$ cat src/rtl/hps_fpga_mem_pkg.sv
// Shared constants, mode encodings and controller states for the RAM test master.
package hps_fpga_mem_pkg;

  localparam int MEM_ADDR_W    = 13;
  localparam int MEM_DATA_W    = 64;
  localparam int MEM_BE_W      = MEM_DATA_W / 8;
  localparam int MEM_MAX_WORDS = 8192;

  typedef enum logic [1:0] {
    MODE_FILL       = 2'd0,
    MODE_CHECK      = 2'd1,
    MODE_FILL_CHECK = 2'd2,
    MODE_RSVD       = 2'd3
  } mode_e;

  typedef enum logic [2:0] {
    ST_IDLE  = 3'd0,
    ST_WRITE = 3'd1,
    ST_READ  = 3'd2,
    ST_DRAIN = 3'd3,
    ST_DONE  = 3'd4
  } state_e;

endpackage

$ cat src/rtl/hps_fpga_mem_pattern_gen.sv
// Word index counter producing the registered bus address and pattern P(i) = seed + i.
// load restarts at index 0, advance steps to the next word; base/seed are held by the caller.
module hps_fpga_mem_pattern_gen
  import hps_fpga_mem_pkg::*;
#(
  parameter int ADDR_W = MEM_ADDR_W,
  parameter int DATA_W = MEM_DATA_W
) (
  input  logic              clk,
  input  logic              reset_n,
  input  logic              load,
  input  logic              advance,
  input  logic [ADDR_W-1:0] base,
  input  logic [DATA_W-1:0] seed,
  output logic [ADDR_W:0]   idx,
  output logic [ADDR_W-1:0] addr,
  output logic [DATA_W-1:0] pattern
);

  logic [ADDR_W:0] idx_next;

  // Index that the next load/advance will present on the bus.
  always_comb begin
    idx_next = load ? '0 : idx + 1'b1;
  end

  // Address wraps naturally at 2^ADDR_W; pattern wraps at 2^DATA_W.
  always_ff @(posedge clk or negedge reset_n) begin
    if (!reset_n) begin
      idx     <= '0;
      addr    <= '0;
      pattern <= '0;
    end else if (load || advance) begin
      idx     <= idx_next;
      addr    <= base + idx_next[ADDR_W-1:0];
      pattern <= seed + DATA_W'(idx_next);
    end
  end

endmodule

$ cat src/rtl/hps_fpga_mem_test_master.sv
// Avalon-MM fill/check engine for the on-chip RAM second port.
//
// state    | meaning
// ST_IDLE  | waiting for start, results held
// ST_WRITE | one pattern write per cycle
// ST_READ  | one read per cycle, data compared one cycle later
// ST_DRAIN | no access, last read word is compared
// ST_DONE  | one-cycle done pulse
module hps_fpga_mem_test_master
  import hps_fpga_mem_pkg::*;
#(
  parameter int ADDR_W    = MEM_ADDR_W,
  parameter int DATA_W    = MEM_DATA_W,
  parameter int BE_W      = MEM_BE_W,
  parameter int MAX_WORDS = MEM_MAX_WORDS
) (
  input  logic              clk,
  input  logic              reset_n,
  input  logic              start,
  input  logic [1:0]        mode,
  input  logic [ADDR_W-1:0] base_addr,
  input  logic [ADDR_W:0]   word_count,
  input  logic [DATA_W-1:0] seed,
  output logic              busy,
  output logic              done,
  output logic              error,
  output logic [ADDR_W:0]   err_count,
  output logic [ADDR_W-1:0] first_err_addr,
  output logic [ADDR_W-1:0] address,
  output logic [BE_W-1:0]   byteenable,
  output logic              chipselect,
  output logic              write,
  output logic [DATA_W-1:0] writedata,
  input  logic [DATA_W-1:0] readdata
);

  localparam logic [ADDR_W:0] MAX_N = (ADDR_W + 1)'(MAX_WORDS);

  state_e            state, state_next;
  logic [1:0]        mode_l;
  logic [ADDR_W-1:0] base_l;
  logic [DATA_W-1:0] seed_l;
  logic [ADDR_W:0]   n_l;
  logic [ADDR_W:0]   n_in;
  logic              accept;
  logic              last;
  logic              pg_load;
  logic              pg_advance;
  logic [ADDR_W-1:0] pg_base;
  logic [DATA_W-1:0] pg_seed;
  logic [ADDR_W:0]   idx;
  logic              cmp_valid;
  logic [DATA_W-1:0] cmp_exp;
  logic [ADDR_W-1:0] cmp_addr;

  // Clamp the request, and steer base/seed straight from the inputs on the accepting edge.
  always_comb begin
    n_in    = (word_count > MAX_N) ? MAX_N : word_count;
    accept  = (state == ST_IDLE) && start;
    last    = (idx == n_l - 1'b1);
    pg_base = accept ? base_addr : base_l;
    pg_seed = accept ? seed : seed_l;
  end

  hps_fpga_mem_pattern_gen #(
    .ADDR_W (ADDR_W),
    .DATA_W (DATA_W)
  ) u_pattern_gen (
    .clk     (clk),
    .reset_n (reset_n),
    .load    (pg_load),
    .advance (pg_advance),
    .base    (pg_base),
    .seed    (pg_seed),
    .idx     (idx),
    .addr    (address),
    .pattern (writedata)
  );

  // Next state plus pattern generator load/advance; the WRITE->READ hop rewinds to word 0.
  always_comb begin
    state_next = state;
    pg_load    = 1'b0;
    pg_advance = 1'b0;
    case (state)
      ST_IDLE: begin
        if (start) begin
          pg_load = 1'b1;
          if (n_in == '0)              state_next = ST_DONE;
          else if (mode == MODE_CHECK) state_next = ST_READ;
          else                         state_next = ST_WRITE;
        end
      end
      ST_WRITE: begin
        if (last) begin
          if (mode_l != MODE_FILL) begin
            state_next = ST_READ;
            pg_load    = 1'b1;
          end else begin
            state_next = ST_DONE;
          end
        end else begin
          pg_advance = 1'b1;
        end
      end
      ST_READ: begin
        if (last) state_next = ST_DRAIN;
        else      pg_advance = 1'b1;
      end
      ST_DRAIN: state_next = ST_DONE;
      ST_DONE:  state_next = ST_IDLE;
      default:  state_next = ST_IDLE;
    endcase
  end

  // State register and run parameters captured on the accepted start.
  always_ff @(posedge clk or negedge reset_n) begin
    if (!reset_n) begin
      state  <= ST_IDLE;
      mode_l <= '0;
      base_l <= '0;
      seed_l <= '0;
      n_l    <= '0;
    end else begin
      state <= state_next;
      if (accept) begin
        mode_l <= mode;
        base_l <= base_addr;
        seed_l <= seed;
        n_l    <= n_in;
      end
    end
  end

  // Registered bus strobes and status, decoded from the state being entered.
  always_ff @(posedge clk or negedge reset_n) begin
    if (!reset_n) begin
      chipselect <= 1'b0;
      write      <= 1'b0;
      byteenable <= '0;
      busy       <= 1'b0;
      done       <= 1'b0;
    end else begin
      chipselect <= (state_next == ST_WRITE) || (state_next == ST_READ);
      write      <= (state_next == ST_WRITE);
      byteenable <= ((state_next == ST_WRITE) || (state_next == ST_READ)) ? '1 : '0;
      busy       <= (state_next != ST_IDLE);
      done       <= (state_next == ST_DONE);
    end
  end

  // Carry expected word and address alongside the read so they meet readdata one cycle later.
  always_ff @(posedge clk or negedge reset_n) begin
    if (!reset_n) begin
      cmp_valid <= 1'b0;
      cmp_exp   <= '0;
      cmp_addr  <= '0;
    end else begin
      cmp_valid <= (state == ST_READ);
      cmp_exp   <= writedata;
      cmp_addr  <= address;
    end
  end

  // Error capture; cleared on start, held afterwards. Count cannot exceed MAX_WORDS.
  always_ff @(posedge clk or negedge reset_n) begin
    if (!reset_n) begin
      err_count      <= '0;
      first_err_addr <= '0;
      error          <= 1'b0;
    end else if (accept) begin
      err_count      <= '0;
      first_err_addr <= '0;
      error          <= 1'b0;
    end else if (cmp_valid && (readdata != cmp_exp)) begin
      err_count <= err_count + 1'b1;
      error     <= 1'b1;
      if (err_count == '0) first_err_addr <= cmp_addr;
    end
  end

endmodule

$ cat config.mk
export PLATFORM = sky130hd
export DESIGN_NAME = hps_fpga_mem_test_master
export DESIGN_NICKNAME = d
export VERILOG_FILES = /design/src/rtl/hps_fpga_mem_pkg.sv /design/src/rtl/hps_fpga_mem_pattern_gen.sv /design/src/rtl/hps_fpga_mem_test_master.sv
export SDC_FILE = /design/constraint.sdc
export NUM_CORES = 1
export LEC_CHECK = 0
export BUFFER_PORTS_ARGS = -buffer_cell sky130_fd_sc_hd__buf_4
export CAP_MARGIN = 20
export CORE_AREA = 2 2 166 168
export DETAILED_ROUTE_END_ITERATION = 10
export DIE_AREA = 0 0 168 170
export PLACE_DENSITY = 0.89
export SYNTH_ARGS = -nofsm -noshare
export SYNTH_HDL_FRONTEND = slang
export SYNTH_HIERARCHICAL = 1
export SYNTH_SLANG_ARGS = --single-unit
$ cat constraint.sdc
create_clock -name clk -period 15.05 [get_ports clk]
set_input_delay 0.7525 -clock clk [delete_from_list [all_inputs] [get_ports clk]]
set_output_delay 0.7525 -clock clk [all_outputs]
set_load 0.005 [all_outputs]
==> results.cfg <==
[power]
cell_area_power_density_mw_per_mm2 = 206.6
vdd_ir_drop_max_mv = 0.1015
total_leakage_power_nw = 8.405

[timing]
drv_slew = 0
rsz_0062_raised_after_global_routing = no
final-setup-viol-count = 0
fin_crit_ps = 5538
fin_tns_setup_ps = 0
timing.final.crit_share_pct = 36.80
maxClockFrequency_ghz = 0.1806
final.setup_skew_ps = 17.53
hold_violations = 0
worstMarginPinSlew_ps = 969.4
worst_hold_slack_ps = 143.1
maxSlewHeadroom_pct = 35.37

[yosys]
seq_area_frac_synth_pct = 51.34
ys_types = 72
synth.top_cells.by_area = dfrtp_1, nand2_1, xnor2_1
synth_edf_count = 0
synth_top_flop_cell = dfrtp_1
synth-async-reset-ratio_pct = 100.0
seq_cells_post_synth = 297
syn-num-nets = 1698
post_synth_design_cell_area_mm2 = 0.01448
synth_largest_area_cell = dfrtp_1
synth_top_area_share_pct = 51.34
syn_warnings = 6
syn_area_per_cell_um2 = 9.612
count_of_mapped_cells_out_of_synthesis = 1506

[layout]
mostFrequentLayoutCell = nand2_1
area_delta_synth_final_pct = 22.99
finalNetCount = 1947
fillerInstances = 1978
most-common-layout-cells = nand2_1, dfrtp_1, buf_4
final_layout_size_suffix_gt1_share_pct = 20.69
area.sequential_mm2 = 0.007432
multiInputGateArea_mm2 = 0.006643

[cts]
cts_setup_buffers = 0
clock_sink_count = 297
cts-root-buf = clkbuf_16
clkTransAtPathRegs_ps = 60
cts_max_path_buffers = 3
post_cts.resized_instances = 0
cts_inserted_buffers = 29
hold_bufs_at_cts = 0
number_of_levels_the_h_tree_was_split_into = 1
clock_latency_reported_for_the_late_side_of_the_worst_skew_pair_ps = 550
cts_tree = yes

[grt]
antenna_found_initial = 2
grt_pass1_wl_mm = 65.63
maximum_number_of_pins_on_one_net_before_global_route_repair = 93
grt_remaining_overflow = 0
globalRouteTotalUtil_pct = 29.29
grt_pass1_vias = 12000

[critical_path]
critical_path_required_ps = 15430
start_kind = flop
cp_max_fo = 30
timing.rr.end = u_pattern_gen/pattern[38]$_DFFE_PN0P_
crit_path_end_kind = flop
r2r-start = n_l[4]$_DFFE_PN0P_
critPathArrivalTime_ps = 5920
timing.setup.critical_path_class = flop to flop
reg2regPathDepth = 18
ff2ff_setup_slack_ps = 9510

[placed_design]
dp_hpwl_mm = 31.20
port-buffer-count = 276
global_placer_s_final_weighted_congestion = 0.9881

[drt]
firstDrtPassIters = 6
finalWirelength_mm = 42.29
route.detailed.drc = 0
final_antenna_net_count = 0
avgViaCountPerCell = 5.916
drt-initial-drc-count = 1369
via_count = 12520
detail_route.wl_per_cell_um = 19.98

[floorplanning]
fp.coreArea_mm2 = 0.02665
floorplan.initialDensity_pct = 54.32
io_pins = 277
floorplan.die.width_um = 168
placement_rows = 60
die_area_mm2 = 0.02856
overall_die_height_um = 170

[status]
outcome = finished clean

[flow_run]
timing.max_cap.violations = 0

[hold_path]
min_path_type = input port to asynchronous set/reset pin
power breakdown:
part           switching [mW]  internal [mW]
registers               0.254           1.15
logic                   0.898          0.612
clock network           0.304          0.464
total                    1.46           2.22
cells in the mapped netlist (all sizes together) (3+ instances only):
cell	n
o311ai	4
or4	8
and3	19
nor2	102
nand3b	11
a21o	9
nor2b	5
nand4	38
mux2i	16
nand2b	8
or3	14
nand3	32
xnor2	120
and4	10
or4b	3
a31oi	12
o21a	4
inv	17
clkbuf	50
a21oi	56
xor2	53
o2111ai	10
dfrtp	297
o41ai	4
and2	10
a22o	3
or2	5
o31ai	3
nor4	21
nor3	25
o211ai	12
buf	25
o21ai	83
nor4b	7
nand2	355
ha	30
kinds of logic after synthesis:
logic type	Yosys count	share of synthesized area, %
and+or+nand+nor	678	22.01
DFF	297	51.34
AOI/OAI and AO/OA	217	9.213
xor gates and xnor gates	173	10.47
buffers and inverters	92	2.895
adders and majority gates	32	2.870
muxes	17	1.210
area by class of cell:
type / count / share of cell area, %
sequential: 297 / 41.74
multi-input combinational: 1117 / 37.31
clock inverter: 7 / 0.7941
antenna: 1 / 0.01405
inverter: 17 / 0.3584
timing repair buffer: 293 / 12.51
tap: 341 / 2.396
clock buffer: 43 / 4.877
through the flow:
step / util (%) / area (um2) / total power, mW / instances / setup slack (ps)
after floorplan: - / 14480 / 2.264 / 1506 / 9847
after global placement: 62.91 / 16760 / 2.824 / 2064 / 9851
after detailed placement: 62.91 / 16760 / 2.880 / 2064 / 9632
after CTS: 66.69 / 17770 / 3.661 / 2114 / 9585
after global routing: 66.81 / 17800 / 3.894 / 2116 / 8978
final: 66.81 / 17800 / 3.679 / 2116 / 9512
registers in the layout (all words and copies together), names as in the netlist:
name	cells
cmp_addr	13
n_l	14
write	1
u_pattern_gen/idx	14
done	1
u_pattern_gen/addr	13
error	1
busy	1
u_pattern_gen/pattern	64
err_count	14
cmp_valid	1
base_l	13
byteenable	1
cmp_exp	64
seed_l	64
mode_l	2
state	3
first_err_addr	13
worst max-delay path by stage:
stage	start	endpoint	slack [ps]	cells past startpoint
floorplan	n_l[4]$_DFFE_PN0P_	u_pattern_gen/pattern[22]$_DFFE_PN0P_	9850	21
global placement	n_l[0]$_DFFE_PN0P_	u_pattern_gen/pattern[62]$_DFFE_PN0P_	9850	20
detailed placement	n_l[4]$_DFFE_PN0P_	u_pattern_gen/pattern[62]$_DFFE_PN0P_	9630	18
CTS	n_l[4]$_DFFE_PN0P_	u_pattern_gen/pattern[38]$_DFFE_PN0P_	9590	18
global route	n_l[0]$_DFFE_PN0P_	u_pattern_gen/pattern[32]$_DFFE_PN0P_	8980	20
finish	n_l[4]$_DFFE_PN0P_	u_pattern_gen/pattern[38]$_DFFE_PN0P_	9510	18
critical path, stage by stage, from the launching register on:
cell and delay [ps]:
dfrtp_1 450, or4_1 660, o41ai_1 420, o32a_1 210, a21oi_2 90, nor4b_1 420, nand3_1 150, nand2_1 90
buf_4 290, nor2_1 140, ha_1 380, a21o_1 230, a2111oi_0 370, nand3_1 240, a2111oi_4 350, buf_4 390
nor3_1 140, xnor2_1 220, a21oi_1 110
routing by layer:
metal,track usage [%],vias up,part of all wire (%)
met4,11.91,2,4.4
met3,5.791,133,9.1
met2,46.35,681,46
li1,-,5662,-
met5,0,-,0.031
met1,39.96,6041,40
Note: power is estimated with default switching activity, not from simulation.
